$ cat config.mk
export PLATFORM = sky130hd
export DESIGN_NAME = fp_cvt_wu_wb_flat
export DESIGN_NICKNAME = d
export VERILOG_FILES = /design/src/rtl/fp_pkg.sv /design/src/rtl/fp_cvt_wu_wb_if.sv /design/src/rtl/fp_cvt_wu_flags.sv /design/src/rtl/fp_cvt_wu_wb.sv /design/src/flat_wrapper.sv
export SDC_FILE = /design/constraint.sdc
export NUM_CORES = 1
export LEC_CHECK = 0
export ABC_CLOCK_PERIOD_IN_PS = 5400
export CORE_MARGIN = 3
export CORE_UTILIZATION = 40
export DETAILED_ROUTE_END_ITERATION = 7
export GPL_ROUTABILITY_DRIVEN = 0
export PLACE_DENSITY = 0.78
export SLEW_MARGIN = 0
export SYNTH_ARGS = -nofsm -noshare
export SYNTH_HDL_FRONTEND = slang
export SYNTH_SLANG_ARGS = --single-unit
$ cat constraint.sdc
create_clock -name clk -period 5.4 [get_ports clk]
set_input_delay 0.81 -clock clk [delete_from_list [all_inputs] [get_ports clk]]
set_output_delay 0.81 -clock clk [all_outputs]
set_load 0.1 [all_outputs]
$ cat src/rtl/fp_pkg.sv
// Shared floating-point conversion definitions: fflags bit positions,
// IEEE-754 double exponent constants and the writeback entry record.
package fp_pkg;

  // fflags bit positions {NV,DZ,OF,UF,NX}
  localparam int FLG_NV = 4;
  localparam int FLG_DZ = 3;
  localparam int FLG_OF = 2;
  localparam int FLG_UF = 1;
  localparam int FLG_NX = 0;

  // Double-precision exponent constants
  localparam int          DP_BIAS    = 1023;
  localparam logic [10:0] DP_EXP_MAX = 11'h7FF;

  // First biased exponent whose magnitude no longer fits in 32 unsigned bits (2^32)
  localparam int DP_EXP_U32_OVF = DP_BIAS + 32;

  // Width of the destination index held in an entry; RD_W of users must not exceed it
  localparam int FP_RD_W = 5;

  // One writeback entry: destination, 32-bit result, derived flags
  typedef struct packed {
    logic [FP_RD_W-1:0] rd;
    logic [31:0]        wu;
    logic [4:0]         flags;
  } fp_entry_t;

endpackage

$ cat src/rtl/fp_cvt_wu_wb_if.sv
// Handshake bundle between the double->uword converter, the writeback stage
// and the integer register file. slave = the writeback stage, master = its
// surroundings (converter on the input side, regfile on the output side).
interface fp_cvt_wu_wb_if #(
  parameter int XLEN = 64,
  parameter int RD_W = 5
);
  logic            in_valid;
  logic            in_ready;
  logic [63:0]     in_d;
  logic [31:0]     in_wu;
  logic [RD_W-1:0] in_rd;
  logic            out_valid;
  logic            out_ready;
  logic [RD_W-1:0] out_rd;
  logic [XLEN-1:0] out_data;
  logic [4:0]      out_flags;

  modport slave (
    input  in_valid, in_d, in_wu, in_rd, out_ready,
    output in_ready, out_valid, out_rd, out_data, out_flags
  );

  modport master (
    output in_valid, in_d, in_wu, in_rd, out_ready,
    input  in_ready, out_valid, out_rd, out_data, out_flags
  );
endinterface

$ cat src/rtl/fp_cvt_wu_flags.sv
// Exception flag derivation for a double -> unsigned 32-bit conversion with
// round-toward-zero. Purely combinational; shared with the signed-word stage.
module fp_cvt_wu_flags
  import fp_pkg::*;
(
  input  logic [63:0] i_d,
  output logic        o_nv,
  output logic        o_nx
);

  logic        w_sign;
  logic [10:0] w_exp;
  logic [51:0] w_man;
  logic [10:0] w_unb_exp;
  logic [51:0] w_frac_mask;

  assign w_sign = i_d[63];
  assign w_exp  = i_d[62:52];
  assign w_man  = i_d[51:0];

  // Invalid when the value is NaN/Inf, negative with magnitude >= 1, or >= 2^32;
  // otherwise inexact when any bit below the binary point is set.
  always_comb begin
    w_unb_exp   = w_exp - 11'(DP_BIAS);
    // Only evaluated for 0 <= e < 32, so the low 5 bits are the full shift;
    // the mask keeps the low 52-e mantissa bits, i.e. the fractional part.
    w_frac_mask = {52{1'b1}} >> w_unb_exp[4:0];
    o_nv = (w_exp == DP_EXP_MAX)
         | (w_sign  & (w_exp >= 11'(DP_BIAS)))
         | (!w_sign & (w_exp >= 11'(DP_EXP_U32_OVF)));
    o_nx = 1'b0;
    if (!o_nv) begin
      if (w_exp < 11'(DP_BIAS)) begin
        o_nx = |{w_exp, w_man};
      end else begin
        o_nx = |(w_man & w_frac_mask);
      end
    end
  end

endmodule

$ cat src/rtl/fp_cvt_wu_wb.sv
// Writeback stage for FCVT.WU.D: registers the converter result with its
// derived NV/NX flags behind a 2-entry skid buffer (A presents, S absorbs
// back-pressure), sign-extends to XLEN and accumulates sticky fflags.
// Optional: define FP_CVT_NAN_FIX_EN to force the result of any NaN operand
// to 0xFFFFFFFF (canonical RISC-V result, including negative NaN).
module fp_cvt_wu_wb
  import fp_pkg::*;
#(
  parameter int XLEN = 64,
  parameter int RD_W = 5
) (
  input  logic                clk,
  input  logic                rst,
  fp_cvt_wu_wb_if.slave       bus,
  input  logic                flush,
  input  logic                csr_we,
  input  logic [4:0]          csr_wdata,
  output logic [4:0]          fflags
);

  logic      w_nv;
  logic      w_nx;
  logic      w_accept;
  logic      w_fire;
  fp_entry_t w_in_ent;

  fp_entry_t r_a;
  fp_entry_t r_s;
  logic      r_a_vld;
  logic      r_s_vld;
  logic      r_in_ready;
  logic [4:0] r_fflags;

  fp_cvt_wu_flags u_flags (
    .i_d  (bus.in_d),
    .o_nv (w_nv),
    .o_nx (w_nx)
  );

  assign w_accept = bus.in_valid & r_in_ready;
  assign w_fire   = r_a_vld & bus.out_ready;

  // Build the entry captured from the converter this cycle
  always_comb begin
    w_in_ent         = '0;
    w_in_ent.rd      = FP_RD_W'(bus.in_rd);
`ifdef FP_CVT_NAN_FIX_EN
    if ((bus.in_d[62:52] == DP_EXP_MAX) && (bus.in_d[51:0] != 52'd0)) begin
      w_in_ent.wu = 32'hFFFF_FFFF;
    end else begin
      w_in_ent.wu = bus.in_wu;
    end
`else
    w_in_ent.wu      = bus.in_wu;
`endif
    w_in_ent.flags[FLG_NV] = w_nv;
    w_in_ent.flags[FLG_NX] = w_nx;
  end

  // Skid control and presenting entry A; ready is registered as !(S valid next)
  always_ff @(posedge clk or posedge rst) begin
    if (rst) begin
      r_a        <= '0;
      r_a_vld    <= 1'b0;
      r_s_vld    <= 1'b0;
      r_in_ready <= 1'b1;
    end else if (flush) begin
      r_a_vld    <= 1'b0;
      r_s_vld    <= 1'b0;
      r_in_ready <= 1'b1;
    end else if (!r_a_vld || w_fire) begin
      if (r_s_vld) begin
        // S advances into A; a new input (if any) refills S
        r_a        <= r_s;
        r_a_vld    <= 1'b1;
        r_s_vld    <= w_accept;
        r_in_ready <= !w_accept;
      end else begin
        if (w_accept) begin
          r_a <= w_in_ent;
        end
        r_a_vld    <= w_accept;
        r_s_vld    <= 1'b0;
        r_in_ready <= 1'b1;
      end
    end else begin
      // A is stalled: any accepted input parks in S
      r_s_vld    <= r_s_vld | w_accept;
      r_in_ready <= !(r_s_vld | w_accept);
    end
  end

  // Skid entry data: every accepted input is written here; its valid bit
  // decides whether it is meaningful, so no reset is needed
  always_ff @(posedge clk) begin
    if (w_accept) begin
      r_s <= w_in_ent;
    end
  end

  // Sticky fflags: a retiring entry's flags are ORed on top of any CSR write
  always_ff @(posedge clk or posedge rst) begin
    if (rst) begin
      r_fflags <= 5'b0;
    end else begin
      r_fflags <= (csr_we ? csr_wdata : r_fflags) | (w_fire ? r_a.flags : 5'b0);
    end
  end

  assign bus.in_ready  = r_in_ready;
  assign bus.out_valid = r_a_vld;
  assign bus.out_rd    = RD_W'(r_a.rd);
  assign bus.out_flags = r_a.flags;
  assign fflags        = r_fflags;

  generate
    if (XLEN > 32) begin : g_sext
      assign bus.out_data = {{(XLEN-32){r_a.wu[31]}}, r_a.wu};
    end else begin : g_nosext
      assign bus.out_data = r_a.wu[XLEN-1:0];
    end
  endgenerate

endmodule

$ cat src/flat_wrapper.sv
// flat-port wrapper written by rule: the top's interface ports become plain ports
module fp_cvt_wu_wb_flat import fp_pkg::*;
#(
  parameter int XLEN = 64,
  parameter int RD_W = 5
)
  (clk, rst, flush, csr_we, csr_wdata, fflags, bus_in_valid, bus_in_d, bus_in_wu, bus_in_rd, bus_out_ready, bus_in_ready, bus_out_valid, bus_out_rd, bus_out_data, bus_out_flags);
  fp_cvt_wu_wb_if #(.XLEN(XLEN), .RD_W(RD_W)) bus_i ();
  input  logic clk;
  input  logic rst;
  input  logic flush;
  input  logic csr_we;
  input  logic [4:0] csr_wdata;
  output logic [4:0] fflags;
  input wire logic [$bits(bus_i.in_valid)-1:0] bus_in_valid;
  input wire logic [$bits(bus_i.in_d)-1:0] bus_in_d;
  input wire logic [$bits(bus_i.in_wu)-1:0] bus_in_wu;
  input wire logic [$bits(bus_i.in_rd)-1:0] bus_in_rd;
  input wire logic [$bits(bus_i.out_ready)-1:0] bus_out_ready;
  output wire logic [$bits(bus_i.in_ready)-1:0] bus_in_ready;
  output wire logic [$bits(bus_i.out_valid)-1:0] bus_out_valid;
  output wire logic [$bits(bus_i.out_rd)-1:0] bus_out_rd;
  output wire logic [$bits(bus_i.out_data)-1:0] bus_out_data;
  output wire logic [$bits(bus_i.out_flags)-1:0] bus_out_flags;
  assign bus_i.in_valid = bus_in_valid;
  assign bus_i.in_d = bus_in_d;
  assign bus_i.in_wu = bus_in_wu;
  assign bus_i.in_rd = bus_in_rd;
  assign bus_i.out_ready = bus_out_ready;
  assign bus_in_ready = bus_i.in_ready;
  assign bus_out_valid = bus_i.out_valid;
  assign bus_out_rd = bus_i.out_rd;
  assign bus_out_data = bus_i.out_data;
  assign bus_out_flags = bus_i.out_flags;
  fp_cvt_wu_wb #(.XLEN(XLEN), .RD_W(RD_W)) u_core (.clk(clk), .rst(rst), .bus(bus_i), .flush(flush), .csr_we(csr_we), .csr_wdata(csr_wdata), .fflags(fflags));
endmodule
==> results.rst <==
.. list-table::
   :header-rows: 1

   * - Metric
     - Value
   * - Initial Util
     - 41.93%
   * - Final WS setup
     - 2.052 ns
   * - Sink Count
     - 86
   * - Max Slew Vio Count
     - 0
   * - Layout cell share with drive strength beyond 1
     - 6.168%
   * - Quantity of I/O buffers inserted on ports
     - 189
   * - Pre-antenna DRT Iters
     - 4
   * - Setup Buffers After CTS
     - 0
   * - Final setup violation count
     - 0
   * - Post-Synthesis Cells
     - 374
   * - Part of the Yosys area used for sequential elements
     - 56.26%
   * - Delay of the slowest critical-path stage
     - 1.29 ns
   * - Gr ovfl total
     - 0
   * - Syn-to-layout area delta
     - 47.39%
   * - Dpl hpwl
     - 7.872 mm
   * - Psw
     - 0.001243 W
   * - Number of rows created at floorplan
     - 36
   * - Share of async-settable or async-resettable flops after synthesis
     - 54.65%
   * - First-pass GRT wire length
     - 16.88 mm
   * - Largest delay contributor family on the critical path
     - buffers and inverters
   * - Clock input transition at the sequential cells of the worst setup and hold paths
     - 0.09 ns
   * - Pre-CTS setup slack
     - 2.154 ns
   * - Setup_tns
     - 0 ns
   * - Num CTS Buffers
     - 9
   * - Number of remaining DRC errors
     - 0
   * - Switching fraction of total power
     - 49.23%
   * - Top Usage Layer GRT
     - met2
   * - Summed area of non-filler cells in the final layout
     - 6152 µm²
   * - Max Freq
     - 0.2987 GHz
   * - Later-pin clock latency in the skew report
     - 0.35 ns
   * - Part of the power in the clock network
     - 18.3%
   * - Cell chosen for the clock root
     - sky130_fd_sc_hd__clkbuf_8
   * - Prevailing post-synth register cell
     - sky130_fd_sc_hd__dfrtp_1
   * - Unique cell type count in the Yosys netlist
     - 45
   * - Deepest clock path buffer count
     - 2
   * - Syn avg cell area
     - 11.16 µm²
   * - Count of boundary I/O pins
     - 193
   * - Status
     - complete, no violations
   * - Slew headroom
     - 31.69%
   * - WP buf/inv
     - 1
   * - Number of hold violations in the final report
     - 0
   * - DRC violation total after the first TritonRoute iteration
     - 148
   * - Met1 layer usage reported by global route
     - 23.38%
   * - Cell area after synthesis
     - 4174 µm²
   * - Clock H-tree levels
     - 3
   * - CP Class
     - reg2out
   * - PwrDens
     - 410.4 nW/µm²
   * - Setup repair after global routing missed its margin
     - false
   * - Global routing met2 resource utilization
     - 31.71%
   * - Kind of end point of the critical path
     - output port
   * - Critical Path Fanout Max
     - 34
   * - Met3 track demand over resource in global routing
     - 3.463%
   * - Number of cells upsized or downsized after cts
     - 0
   * - Post-synthesis register bit count
     - 86
   * - Critical Path Slowest Stage Cell
     - sky130_fd_sc_hd__clkdlybuf4s50_1
   * - Die footprint
     - 11700 µm²
   * - Combinational share of power
     - 49.4%
   * - Required time of the worst setup path
     - 4.59 ns
   * - Total track usage
     - 18.22%
   * - Kind of path behind the tightest hold check
     - reg2reg
   * - Area after detailed placement
     - 5948 µm²
   * - Tmin final
     - 3.348 ns
   * - Final ANT Viol Nets
     - 0
   * - Skew final
     - 0.01490 ns
   * - Ratio of routed vias to standard cells
     - 5.045
   * - Seq pwr share
     - 32.3%
   * - Ys Warns
     - 0
   * - Share of the clock period used by the worst path
     - 62.00%
   * - Maximum number of pins on one net before global-route repair
     - 78
   * - Post-cts hold buffer count
     - 0
   * - Worst slew pin tran
     - 1.025 ns
   * - Final routed wirelength across all metal layers
     - 10.71 mm
   * - MaxCap Viol Count
     - 0
   * - Vertical die dimension
     - 108.2 µm
   * - Cell Chain, Critical Path
     - clkdlybuf4s50_1
   * - Static Leak
     - 2.262 nW
   * - Die Wd
     - 108.2 µm
   * - Internal cell power
     - 0.001282 W
   * - Number of nets in the finished design
     - 648
   * - Average wire per standard cell
     - 16.04 µm
   * - Number of antenna diodes
     - 0
   * - Worst vdd ir
     - 0.2564 mV
   * - Critical path startpoint category
     - flop
   * - CORE AREA
     - 9955 µm²
   * - Number of global-route vias before repair
     - 3340
   * - Antenna violations before repair
     - 0
   * - CTS tree
     - yes
   * - Count of flip-flops with a built-in enable after synthesis
     - 39
   * - Data arrival at the endpoint of the critical path
     - 2.54 ns
   * - Overall via count from detail_route
     - 3370
[path summary, 6_finish.rpt]
kind                                         start                       to  slack [ns]  cells past startpoint
min in group asynchronous                      rst     u_core.bus.out_rd[0]        0.93                      3
max in group asynchronous                      rst           u_core.r_s_vld        3.99                      3
max reg2reg                    u_core.bus.in_ready  u_core.bus.out_flags[0]        3.09                      6
min                               u_core.fflags[4]         u_core.fflags[4]        0.51                      2
max                        u_core.bus.out_data[31]         bus_out_data[51]        2.05                      1
min reg2reg                       u_core.fflags[4]         u_core.fflags[4]        0.51                      2
[power groups by stage]
stage          sequential (W)  clock, W  combinational, W
6_report             0.000815  0.000463           0.00125
5_1_grt              0.000829  0.000506           0.00129
4_1_cts              0.000817  0.000475           0.00125
3_5_place_dp         0.000831         0           0.00125
3_3_place_gp         0.000826         0           0.00124
2_1_floorplan         0.00126         0          0.000538
[sequential cells by signal, summed over array words and instances, names as in the netlist]
| name | cells |
|---|---|
| u_core.fflags | 5 |
| u_core.bus.out_rd | 5 |
| u_core.bus.out_flags | 2 |
| u_core.r_s_vld | 1 |
| u_core.bus.out_data | 32 |
| u_core.bus.in_ready | 1 |
| u_core.bus.out_valid | 1 |
| u_core.r_s | 39 |
[cells by family after synthesis]
group	after synthesis	share of synthesized area (%)
simple gates	104	11.93
compound gates	68	9.623
xor+xnor	2	0.5997
fa+ha+maj	7	2.068
mux	43	10.43
flops	86	56.26
buf+inv	63	8.993
other cells	1	0.08984
[layout by cell type (no fill, tap or decap), types with 9 or more instances in the layout]
| master | count |
|---|---|
| sky130_fd_sc_hd__dfrtp_1 | 45 |
| sky130_fd_sc_hd__edfxtp_1 | 39 |
| sky130_fd_sc_hd__inv_1 | 13 |
| sky130_fd_sc_hd__nor4_1 | 9 |
| sky130_fd_sc_hd__mux2i_1 | 39 |
| sky130_fd_sc_hd__clkbuf_8 | 9 |
| sky130_fd_sc_hd__a21oi_1 | 43 |
| sky130_fd_sc_hd__nor2_1 | 44 |
| sky130_fd_sc_hd__nand2_1 | 16 |
| sky130_fd_sc_hd__nor3_1 | 11 |
| sky130_fd_sc_hd__clkdlybuf4s50_1 | 189 |
[per-stage QoR]
step / std cells / total power, W / hold slack, ns / util, %
finish: 668 / 0.002525 / 0.5133 / 61.80
CTS: 668 / 0.002545 / 0.5190 / 61.80
detailed placement: 652 / 0.002082 / 0.4977 / 59.75
floorplan: 376 / 0.001800 / 0.5190 / -
global route: 668 / 0.002622 / 0.5356 / 61.80
global placement: 652 / 0.002066 / 0.4859 / 59.75
[area by class of cell]
type	instances	area (µm²)
sequential	86	2350
tap	133	166.4
timing repair buffer	192	1914
fill	834	3802
inverter	14	52.55
clock buffer	9	123.9
multi-input combinational	227	1465
clock inverter	7	80.08
[metal layers]
metal / vias to the layer above / share of wire, % / routed length, µm
met3: 8 / 5.9 / 637
met1: 1604 / 42 / 4473
met2: 133 / 51 / 5482
li1: 1625 / - / -
met4: 0 / 1.1 / 118
met5: - / 0 / 0
[synthesized netlist by cell type, types with 2 or more instances]
cell                       count  area share, %
sky130_fd_sc_hd__nand2_1      16            1.4
sky130_fd_sc_hd__nor3_1       11            1.3
sky130_fd_sc_hd__nor2_1       44            4.0
sky130_fd_sc_hd__o21ai_0       5           0.60
sky130_fd_sc_hd__a31oi_1       6           0.90
sky130_fd_sc_hd__nor2b_1       4           0.60
sky130_fd_sc_hd__nor4_1        9            1.3
sky130_fd_sc_hd__buf_4        35            6.3
sky130_fd_sc_hd__clkbuf_1      6           0.54
sky130_fd_sc_hd__and4_1        2           0.42
sky130_fd_sc_hd__ha_1          6            1.8
sky130_fd_sc_hd__a222oi_1      3           0.72
sky130_fd_sc_hd__mux2i_1      39            9.4
sky130_fd_sc_hd__nand3_1       7           0.84
sky130_fd_sc_hd__edfxtp_1     39             28
sky130_fd_sc_hd__buf_2         6           0.72
sky130_fd_sc_hd__inv_1        14            1.3
sky130_fd_sc_hd__mux2_2        4            1.1
sky130_fd_sc_hd__buf_1         2           0.18
sky130_fd_sc_hd__dfrtp_1      46             28
sky130_fd_sc_hd__a21oi_1      43            5.2
sky130_fd_sc_hd__nand2b_1      2           0.30
sky130_fd_sc_hd__nand4_1       3           0.45
Note: power is estimated with default switching activity, not from simulation.
